===== config.mk =====
export PLATFORM = sky130hd
export DESIGN_NAME = param_sync_fifo
export DESIGN_NICKNAME = d
export VERILOG_FILES = /design/src/rtl/param_sync_fifo.sv
export SDC_FILE = /design/constraint.sdc
export NUM_CORES = 1
export LEC_CHECK = 0
export CAP_MARGIN = 20
export CORE_ASPECT_RATIO = 2
export CORE_MARGIN = 5
export CORE_UTILIZATION = 60
export DETAILED_ROUTE_END_ITERATION = 16
export HOLD_SLACK_MARGIN = 0.1
export PLACE_DENSITY = 0.82
export SYNTH_ARGS = -nofsm -noshare
export SYNTH_HDL_FRONTEND = slang
export SYNTH_SLANG_ARGS = --single-unit

===== constraint.sdc =====
create_clock -name clk -period 5.5 [get_ports clk]
set_input_delay 0.55 -clock clk [delete_from_list [all_inputs] [get_ports clk]]
set_output_delay 0.55 -clock clk [all_outputs]
set_load 0.01 [all_outputs]

===== src/rtl/param_sync_fifo.sv =====
// rtl/param_sync_fifo.sv - parametrised single-clock FIFO with FWFT option, flush, count and high-water mark
module param_sync_fifo #(
    parameter int FIFO_WIDTH = 16,
    parameter int FIFO_DEPTH = 8,
    parameter int AF_TH      = 6,
    parameter int AE_TH      = 2,
    parameter int FWFT       = 0,
    localparam int CNT_W     = $clog2(FIFO_DEPTH + 1)
) (
    input  logic                  clk,
    input  logic                  rst,
    input  logic                  flush,
    input  logic [FIFO_WIDTH-1:0] data_in,
    input  logic                  wr_en,
    input  logic                  rd_en,
    output logic [FIFO_WIDTH-1:0] data_out,
    output logic                  wr_ack,
    output logic                  overflow,
    output logic                  underflow,
    output logic                  full,
    output logic                  empty,
    output logic                  almostfull,
    output logic                  almostempty,
    output logic [CNT_W-1:0]      count,
    output logic [CNT_W-1:0]      hwm
);

    localparam int PTR_W = (FIFO_DEPTH > 1) ? $clog2(FIFO_DEPTH) : 1;
    localparam logic [PTR_W-1:0] LAST_PTR = PTR_W'(FIFO_DEPTH - 1);

    logic [FIFO_WIDTH-1:0] mem [FIFO_DEPTH];
    logic [PTR_W-1:0]      wr_ptr;
    logic [PTR_W-1:0]      rd_ptr;
    logic [CNT_W-1:0]      count_q;
    logic [CNT_W-1:0]      count_next;
    logic                  wr_ok;
    logic                  rd_ok;

    assign full        = (count_q == CNT_W'(FIFO_DEPTH));
    assign empty       = (count_q == '0);
    assign almostfull  = (count_q >= CNT_W'(AF_TH)) && !full;
    assign almostempty = !empty && (count_q <= CNT_W'(AE_TH));
    assign count       = count_q;

    // No pass-through: a full FIFO refuses writes and an empty one refuses reads even when both are requested.
    assign wr_ok = wr_en && !full;
    assign rd_ok = rd_en && !empty;

    always_comb begin
        count_next = count_q;
        if (wr_ok && !rd_ok) begin
            count_next = count_q + 1'b1;
        end else if (rd_ok && !wr_ok) begin
            count_next = count_q - 1'b1;
        end
    end

    always_ff @(posedge clk) begin
        if (!rst && !flush && wr_ok) begin
            mem[wr_ptr] <= data_in;
        end
    end

    always_ff @(posedge clk) begin
        if (rst || flush) begin
            wr_ptr    <= '0;
            rd_ptr    <= '0;
            count_q   <= '0;
            wr_ack    <= 1'b0;
            overflow  <= 1'b0;
            underflow <= 1'b0;
            hwm       <= '0;
        end else begin
            if (wr_ok) begin
                wr_ptr <= (wr_ptr == LAST_PTR) ? '0 : wr_ptr + 1'b1;
            end
            if (rd_ok) begin
                rd_ptr <= (rd_ptr == LAST_PTR) ? '0 : rd_ptr + 1'b1;
            end
            count_q   <= count_next;
            wr_ack    <= wr_ok;
            overflow  <= wr_en && !wr_ok;
            underflow <= rd_en && !rd_ok;
            hwm       <= (count_next > hwm) ? count_next : hwm;
        end
    end

    generate
        if (FWFT != 0) begin : g_fwft
            assign data_out = empty ? '0 : mem[rd_ptr];
        end else begin : g_std
            logic [FIFO_WIDTH-1:0] dout_q;

            // Flush leaves the last read word visible; only rst clears it.
            always_ff @(posedge clk) begin
                if (rst) begin
                    dout_q <= '0;
                end else if (!flush && rd_ok) begin
                    dout_q <= mem[rd_ptr];
                end
            end

            assign data_out = dout_q;
        end
    endgenerate

endmodule


# [Word-level counts from Yosys, hierarchy flattened]
# Memories as Yosys holds them, arrays and structs flattened. A register that Yosys moved wholly into a read port is not among the register bits.
# Cells that the tools add are included.
[word_totals] in_bits=21 n_memories=1 latchBits=0 ff_bits=17 ramBits=128 out_inout_bits=31 mem_bits_ro=0
[memory_table] memory="mem" depth=8 width=16 read_ports=1 rd_clocked_by_memory_dff=1 wr=1 line="31" source="logic [FIFO_WIDTH-1:0] mem [FIFO_DEPTH];"
[op_classes] n_reduce_logical=19 div=0 mul=0 order_cmp=3 add_sub_neg=4 eq_ne=3 mux=6 bitwise=0 shift=0
[op_table] cell="logical AND 1 bit" n=11
[op_table] cell="2-to-1 mux 4 bit" n=2
[op_table] cell="adder 3 x 1 -> 3 bit (second input constant)" n=2
[op_table] cell="equality test 3 bit (second input constant)" n=2
[op_table] cell="logical NOT 1 bit" n=6
[op_table] cell="2-to-1 mux 3 bit" n=2
[op_table] cell="adder 4 x 1 -> 4 bit (second input constant)" n=1
[op_table] cell="equality test 4 bit (second input constant)" n=1
[op_table] cell=">= comparator 4 x 3 -> 1 bit (second input constant)" n=1
[op_table] cell="> comparator 4 bit" n=1
[op_table] cell="<= comparator 4 x 2 -> 1 bit (second input constant)" n=1
[op_table] cell="logical NOT 4 bit" n=1
[op_table] cell="subtractor 4 x 1 -> 4 bit (second input constant)" n=1
[op_table] cell="2-to-1 mux 1 bit" n=2
[op_table] cell="logical OR 1 bit" n=1

# [Depth between registers and ports, before layout]
# Gate-level depths: netlist of run 1.
[logic_depth] word_depth=8 ltp_mapped=14 depth_no_buf=13

# [Least setup slack after synthesis of run 1]
# Ideal clock, no wire load.
[synth_timing] kind="register -> register" startpoint="reg count_q[1] (netlist: count[1])" endpoint="mem mem[0][0], enable pin" arrival_ns=2.707 stages_incl_launch_ff=9 path_slack_ns=2.384 t_required_ns=5.091 synth_period_minus_slack_ns=3.116 setup_ns=0.409 path_cell_list="dfxtp_1 -> buf_2 -> inv_1 -> ha_1 -> nand2b_1 -> buf_6 -> o21ai_4 -> or3_1 -> nor3_1"
[synth_via] elab_chain_len=6
[synth_lines] element="start, declared" line="34" source="logic [CNT_W-1:0] count_q;"
[synth_lines] element="start signal, assigned" line="80" source="count_q <= count_next;"
[synth_lines] element="equality test 4 bit" line="39" source="assign full = (count_q == CNT_W'(FIFO_DEPTH));"
[synth_lines] element="logical NOT 1 bit" line="46" source="assign wr_ok = wr_en && !full;"
[synth_lines] element="logical AND 1 bit" line="46"
[synth_lines] element="logical AND 1 bit" line="59" source="if (!rst && !flush && wr_ok) begin"
[synth_lines] element="2-to-1 mux 1 bit" line="59"
[synth_lines] element="2-to-1 mux 1 bit (implied by the code)" line="60" source="mem[wr_ptr] <= data_in;"
[synth_lines] element="end, declared" line="31"
# Every way passes these cells.

# [Final worst setup path of run 1]
[layout_timing] startpoint="reg count_q[1] (netlist: count[1])" endpoint="reg hwm[2]"
[layout_via] elab_chain_len=8 word_cells_on_any_way=15 cone_classes="add/sub (2); order compare (1); eq/ne (1); mux (2); reduce/logical (9)"
[layout_lines] element="equality test 4 bit" line="39"
[layout_lines] element="logical NOT 1 bit" line="46"
[layout_lines] element="logical AND 1 bit" line="46"
[layout_lines] element="logical NOT 1 bit" line="53" source="end else if (rd_ok && !wr_ok) begin"
[layout_lines] element="logical AND 1 bit" line="53"
[layout_lines] element="2-to-1 mux 4 bit" line="53"
[layout_lines] element="2-to-1 mux 4 bit (*)" line="51" source="if (wr_ok && !rd_ok) begin"
[layout_lines] element="via count_next[1]" line="35" source="logic [CNT_W-1:0] count_next;"
[layout_lines] element="> comparator 4 bit (*)" line="84" source="hwm <= (count_next > hwm) ? count_next : hwm;"
[layout_lines] element="end signal, assigned" line="84"
[layout_lines] element="end, declared" line="25" source="output logic [CNT_W-1:0] hwm"
# Mark *: on every way through the listed nets, which the timed path passes. The rest lies on a longest branch.
# A chain may end at the register's enable or synchronous reset.

==> results of run 1 <==
-- worst register-to-register path, cell delays in order, from the launching register on --
cell and delay [ns]:
dfxtp_1 0.55, inv_1 0.08, ha_1 0.31, nand2b_1 0.18, o211ai_1 0.12, o21ai_0 0.10
o21ai_0 0.45, inv_1 0.10, ha_1 0.30, nor2b_1 0.13, o211ai_1 0.09, a21oi_1 0.44
mux2i_1 0.24, nor2_1 0.06
-- state kept, by name, indices dropped and copies added, names as in the netlist, 3 cells and up --
name      flops
count         4
data_out     16
hwm           4
mem         128
rd_ptr        3
wr_ptr        3
-- per-stage QoR --
stage | cell area [um2] | hold slack [ns] | setup slack [ns] | util [%]
final | 7580 | 0.470 | 2.22 | 72.3
after global routing | 7580 | 0.484 | 1.95 | 72.3
after CTS | 7580 | 0.469 | 2.24 | 72.3
after detailed placement | 7010 | 0.448 | 1.91 | 66.9
after global placement | 7010 | 0.448 | 2.12 | 66.9
after floorplan | 6360 | 0.491 | 2.38 | -
-- final cells by class --
type	instances	area (um2)
multi-input combinational	166	1740
tap	137	171
clock buffer	18	429
fill	675	2900
clock inverter	14	134
sequential	161	4510
timing repair buffer	59	571
inverter	7	26.3
-- routing by layer --
layer | up-vias | global-route usage, %
met1 | 1755 | 23.3
met2 | 92 | 35.9
li1 | 1517 | -
met3 | 16 | 4.23
met5 | - | 0
met4 | 0 | 8.11
-- cell usage after synthesis (6+ instances only) --
| master | count | area (um2) |
|---|---|---|
| mux2i_1 | 19 | 190 |
| buf_2 | 6 | 30.0 |
| edfxtp_1 | 128 | 3840 |
| nand2_1 | 8 | 30.0 |
| ha_1 | 11 | 138 |
| o2bb2ai_1 | 16 | 140 |
| dfxtp_1 | 33 | 661 |
| nor2_1 | 21 | 78.8 |
| o21ai_0 | 6 | 30.0 |
| inv_1 | 7 | 26.3 |
| a21oi_1 | 8 | 40.0 |
| nand2b_1 | 7 | 43.8 |
| mux4_2 | 32 | 721 |
-- worst paths after layout --
| check | to | slack [ns] | cells past startpoint |
|---|---|---|---|
| setup / recovery | hwm[2]$_SDFFE_PP0N_ | 2.22 | 13 |
| hold / removal | data_out[5]$_SDFFE_PP0P_ | 0.47 | 1 |
| setup reg to reg | hwm[2]$_SDFFE_PP0N_ | 2.22 | 13 |
| hold reg to reg | data_out[5]$_SDFFE_PP0P_ | 0.47 | 1 |
-- logic make-up after synthesis --
group	count (synthesis)	synth area share, %
adders and majority gates	11	2.16
muxes	51	14.3
buffers and inverters	26	2.26
DFF	161	70.8
AOI/OAI and AO/OA	44	5.37
and+or+nand+nor	58	4.72
xor gates and xnor gates	2	0.393
-- power by group --
group          internal, mW  switching [mW]
clock                 0.630           0.467
sequential             1.33         0.00958
combinational        0.0717          0.0830
total                  2.03           0.560
==> results.sh, run 1 <==
export IMPL_synth_seq_cells=161
export IMPL_status="complete, no violations"
export IMPL_p_per_area_nw_per_um2=342
export IMPL_fin_crit_sh_pct=59.6
export IMPL_async_flop_share_pct=0
export IMPL_worstMarginPinSlew_ns=0.966
export IMPL_skew_ns=0.00682
export IMPL_setup_worst_path_end_class="flop"
export IMPL_crit_required_ns=5.80
export IMPL_yosys_warnings=0
export IMPL_synth_nets=385
export IMPL_layout_drive_gt1_share_pct=19.3
export IMPL_fin_total_pwr_mw=2.59
export IMPL_remaining_drc_errors=0
export IMPL_final_net_count=444
export IMPL_antenna_found_initial=0
export IMPL_worstSetupStartpointType="flop"
export IMPL_io_pins=52
export IMPL_highest_layer="met4"
export IMPL_slew_violations=0
export IMPL_avgSynthCellArea_um2=18.0
export IMPL_area_delta_synth_final_pct=19.1
export IMPL_num_rows=53
export IMPL_tns_ns=0
export IMPL_cts_path_max_buffers=2
export IMPL_power_leakage_nw=2.43
export IMPL_path_clk_slew_ns=0.06
export IMPL_max_stage_delay_ns=0.55
export IMPL_final_cell_mix="edfxtp_1, clkdlybuf4s50_1, mux4_2, dfxtp_1, nor2_1"
export IMPL_cp_startpoint="count[1]$_SDFF_PP0_"
export IMPL_viasPerCell=6.01
export IMPL_die_area_um2=12900
export IMPL_critical_path_arrival_ns=3.57
export IMPL_syn_area_um2=6360
export IMPL_crit_path_top_delay_cell="dfxtp_1"
export IMPL_first_iter_violations=258
export IMPL_drtAntennaViolNets=0
export IMPL_die_x_um=82.8
export IMPL_max_freq_mhz=305
export IMPL_grt_pass1_wl_um=19400
export IMPL_seq_area_frac_synth_pct=70.8
export IMPL_numClockSinks=161
export IMPL_crit_chain="inv_1 > ha_1 > nand2b_1 > o211ai_1 > o21ai_0 > o21ai_0 > inv_1 > ha_1 > nor2b_1 > o211ai_1 > a21oi_1 > mux2i_1 > nor2_1"
export IMPL_holdCritPathClass="flop to flop"
export IMPL_critPathKind="flop to flop"
export IMPL_final_hold_viol_count=0
export IMPL_r2r_start="count[1]$_SDFF_PP0_"
export IMPL_worstHoldStart="data_out[5]$_SDFFE_PP0P_"
export IMPL_synth_edf_count=128
export IMPL_grt_pass1_vias=3608
export IMPL_wl_met2_um=6660
export IMPL_firstDrtPassIters=6
export IMPL_dr_wl_met3_um=583
export IMPL_netlist_cell_type_count=44
export IMPL_cts_buffers=17
export IMPL_coreArea_um2=10500
export IMPL_stdcell_count=562
export IMPL_cp_buffers_inverters=2
export IMPL_drt_wl_total_um=12100
export IMPL_finalWeightedCongestion=0.717
export IMPL_wl_per_cell_um=21.6
export IMPL_cts_resized=0
export IMPL_placed_cells=530
export IMPL_dp_hpwl_um=7570
export IMPL_grt_max_degree=36
export IMPL_vdd_drop_max_mv=0.284
export IMPL_min_period_ns=3.28
export IMPL_layout_commonest_cell="edfxtp_1"
export IMPL_rsz0062_at_grt="no"
export IMPL_holdBufCountCts=0
export IMPL_port_buffers=51
export IMPL_cts_tree="yes"
export IMPL_syn_inst=353
export IMPL_initial_utilization_pct=60.7
export IMPL_diodes=0
export IMPL_htree_levels=4
export IMPL_synth_main_ff_cell="edfxtp_1"
export IMPL_vias=3380
export IMPL_path_delay_family="compound AO/OA/AOI/OAI gates"
export IMPL_clk_latency_ns=0.41
export IMPL_die_height_um=156
export IMPL_grtUsageTotal_pct=20.0
export IMPL_cts_setup_buffers=0
export IMPL_root_buffer="clkbuf_16"
export IMPL_wl_met1_um=4700
export IMPL_relSlewSlack_pct=35.4
export IMPL_setup_viol=0
export IMPL_max_cap_viol_count=0
export IMPL_overflow=0
export IMPL_crit_fanout=12
(Power assumes the default switching activity.)
==> run 2, diff against run 1 <==
--- a/config.mk
+++ b/config.mk
@@ -8,10 +8,10 @@
 export CAP_MARGIN = 20
 export CORE_ASPECT_RATIO = 2
 export CORE_MARGIN = 5
-export CORE_UTILIZATION = 60
+export CORE_UTILIZATION = 52
 export DETAILED_ROUTE_END_ITERATION = 16
 export HOLD_SLACK_MARGIN = 0.1
-export PLACE_DENSITY = 0.82
+export PLACE_DENSITY = 0.75
 export SYNTH_ARGS = -nofsm -noshare
 export SYNTH_HDL_FRONTEND = slang
 export SYNTH_SLANG_ARGS = --single-unit
==> constraint.sdc (replaced) <==
create_clock -name clk -period 2.85 [get_ports clk]
set_input_delay 0.285 -clock clk [delete_from_list [all_inputs] [get_ports clk]]
set_output_delay 0.285 -clock clk [all_outputs]
set_load 0.01 [all_outputs]
==> run 2 against run 1 <==
  * First-iteration DRC count shrank 19%
  * Highest routed layer unchanged
  * Register-to-register slack got worse by 2.1 ns
  * Worst hold slack lost 0.0084 ns
  * Critical endpoint is now hwm[1]$_SDFFE_PP0N_
  * Global-route usage fell by 1.5 points
  * Worst setup slack worse by 2.1 ns
  * Power up 110%
  * Combinational power up 120%
  * Critical path type unchanged
==> results.sh, run 2 (same netlist as run 1, synthesis figures left out) <==
export IMPL_max_freq_mhz=369
export IMPL_root_buffer="clkbuf_16"
export IMPL_cts_buffers=17
export IMPL_grt_pass1_vias=3627
export IMPL_die_x_um=88.2
export IMPL_numClockSinks=161
export IMPL_grt_max_degree=36
export IMPL_placed_cells=560
export IMPL_fin_ws_ns=0.137
export IMPL_final_cell_mix="edfxtp_1, clkdlybuf4s50_1, mux4_2, dfxtp_1, buf_4"
export IMPL_grt_busiest_layer="met2"
export IMPL_worstMarginPinSlew_ns=0.616
export IMPL_port_buffers=51
export IMPL_stdcell_count=591
export IMPL_clk_latency_ns=0.42
export IMPL_crit_chain="inv_1 > ha_1 > nand2b_1 > o211ai_1 > o21ai_0 > o21ai_1 > inv_1 > ha_1 > nor2b_1 > o211ai_1 > a21oi_2 > buf_4 > o21ai_0 > a21oi_1"
export IMPL_first_iter_violations=208
export IMPL_drtAntennaViolNets=0
export IMPL_worstSetupStartpointType="flop"
export IMPL_tns_ns=0
export IMPL_crit_required_ns=3.15
export IMPL_final_net_count=464
export IMPL_holdCritPathClass="flop to flop"
export IMPL_power_leakage_nw=2.59
export IMPL_die_area_um2=14700
export IMPL_largest_register="mem"
export IMPL_num_rows=57
export IMPL_slew_violations=0
export IMPL_htree_levels=4
export IMPL_whs_ns=0.462
export IMPL_rsz0062_at_grt="no"
export IMPL_vdd_drop_max_mv=0.593
export IMPL_firstDrtPassIters=4
export IMPL_path_clk_slew_ns=0.06
export IMPL_status="complete, no violations"
export IMPL_critical_path_arrival_ns=3.01
export IMPL_area_delta_synth_final_pct=23.3
export IMPL_crit_path_top_delay_cell="dfxtp_1"
export IMPL_max_stage_delay_ns=0.34
export IMPL_setup_viol=0
export IMPL_relSlewSlack_pct=58.8
export IMPL_diodes=0
export IMPL_min_period_ns=2.71
export IMPL_cts_setup_buffers=0
export IMPL_coreArea_um2=12100
export IMPL_final_hold_viol_count=0
export IMPL_layout_drive_gt1_share_pct=23.0
export IMPL_holdBufCountCts=0
export IMPL_grtUsageTotal_pct=18.5
export IMPL_grtUsageMet2_pct=32.4
export IMPL_antenna_found_initial=0
export IMPL_die_height_um=166
export IMPL_crit_fanout=6
export IMPL_initial_utilization_pct=52.8
export IMPL_largest_reg_flops=128
export IMPL_grt_pass1_wl_um=19700
export IMPL_viasPerCell=5.72
export IMPL_postLayoutCellArea_um2=7850
export IMPL_use_met3_pct=3.61
export IMPL_io_pins=52
export IMPL_grt_use_met1_pct=21.1
export IMPL_drt_wl_total_um=12500
export IMPL_fin_total_pwr_mw=5.36
export IMPL_cts_tree="yes"
export IMPL_p_per_area_nw_per_um2=683
export IMPL_layout_commonest_cell="edfxtp_1"
export IMPL_skew_ns=0.0114
export IMPL_place_ws_ns=-0.102
export IMPL_cts_path_max_buffers=2
export IMPL_finalWeightedCongestion=0.890
export IMPL_setup_worst_path_end_class="flop"
export IMPL_remaining_drc_errors=0
export IMPL_post_dp_cell_area_um2=7200
export IMPL_critPathKind="flop to flop"
export IMPL_final_core_util_pct=65.1
export IMPL_fin_crit_sh_pct=95.2
export IMPL_dp_hpwl_um=7810
export IMPL_max_cap_viol_count=0
export IMPL_vias=3382
export IMPL_overflow=0
export IMPL_wl_per_cell_um=21.2
[run 2: changes by cell type in the layout (fill, tap and decap cells not counted), sizes merged]
cell / change
clkinv: -5
inv: +4
bufinv: +3
clkinvlp: -2
clkbuf: -1
buf: +20
[run 2: critical path: cells and delay by family, from the launching register on]
family | cells | cell delay (ns)
flops | 1 | 0.34
fa+ha+maj | 2 | 0.61
buf+inv | 3 | 0.31
compound gates | 7 | 1.04
simple gates | 2 | 0.31
[run 2: area by class of cell]
| cell class | instances | area [um2] |
|---|---|---|
| Clock buffer | 17 | 425 |
| Clock inverter | 14 | 216 |
| Fill cell | 841 | 4210 |
| Inverter | 7 | 26.3 |
| Multi-Input combinational cell | 166 | 1730 |
| Sequential cell | 161 | 4510 |
| Tap cell | 147 | 184 |
| Timing Repair Buffer | 79 | 758 |
[run 2: worst paths after layout]
check	startpoint	slack [ns]	cells past startpoint	to
worst max-delay path	count[0]$_SDFF_PP0_	0.14	14	hwm[1]$_SDFFE_PP0N_
worst min-delay path	data_out[1]$_SDFFE_PP0P_	0.46	1	data_out[1]$_SDFFE_PP0P_
worst max register to register	count[0]$_SDFF_PP0_	0.14	14	hwm[1]$_SDFFE_PP0N_
worst min register to register	data_out[1]$_SDFFE_PP0P_	0.46	1	data_out[1]$_SDFFE_PP0P_
[run 2: timing repair]
action | CTS | global route
hold endpoints to repair | 0 | 0
setup endpoints to repair | 0 | 4
gates resized for setup | 0 | 2
[run 2: power by group]
group,internal (mW),switching (mW),leakage (nW)
Sequential,2.56,0.0138,1.42
Combinational,0.169,0.178,0.854
Clock,1.50,0.941,0.313
[run 2: routing by layer]
metal  up-vias  part of all wire (%)  routed length (um)
met5         -                     0                   0
met4         0                   3.1                 384
met3        29                   5.1                 635
met2       107                    56                7050
met1      1684                    36                4460
li1       1562                     -                   -
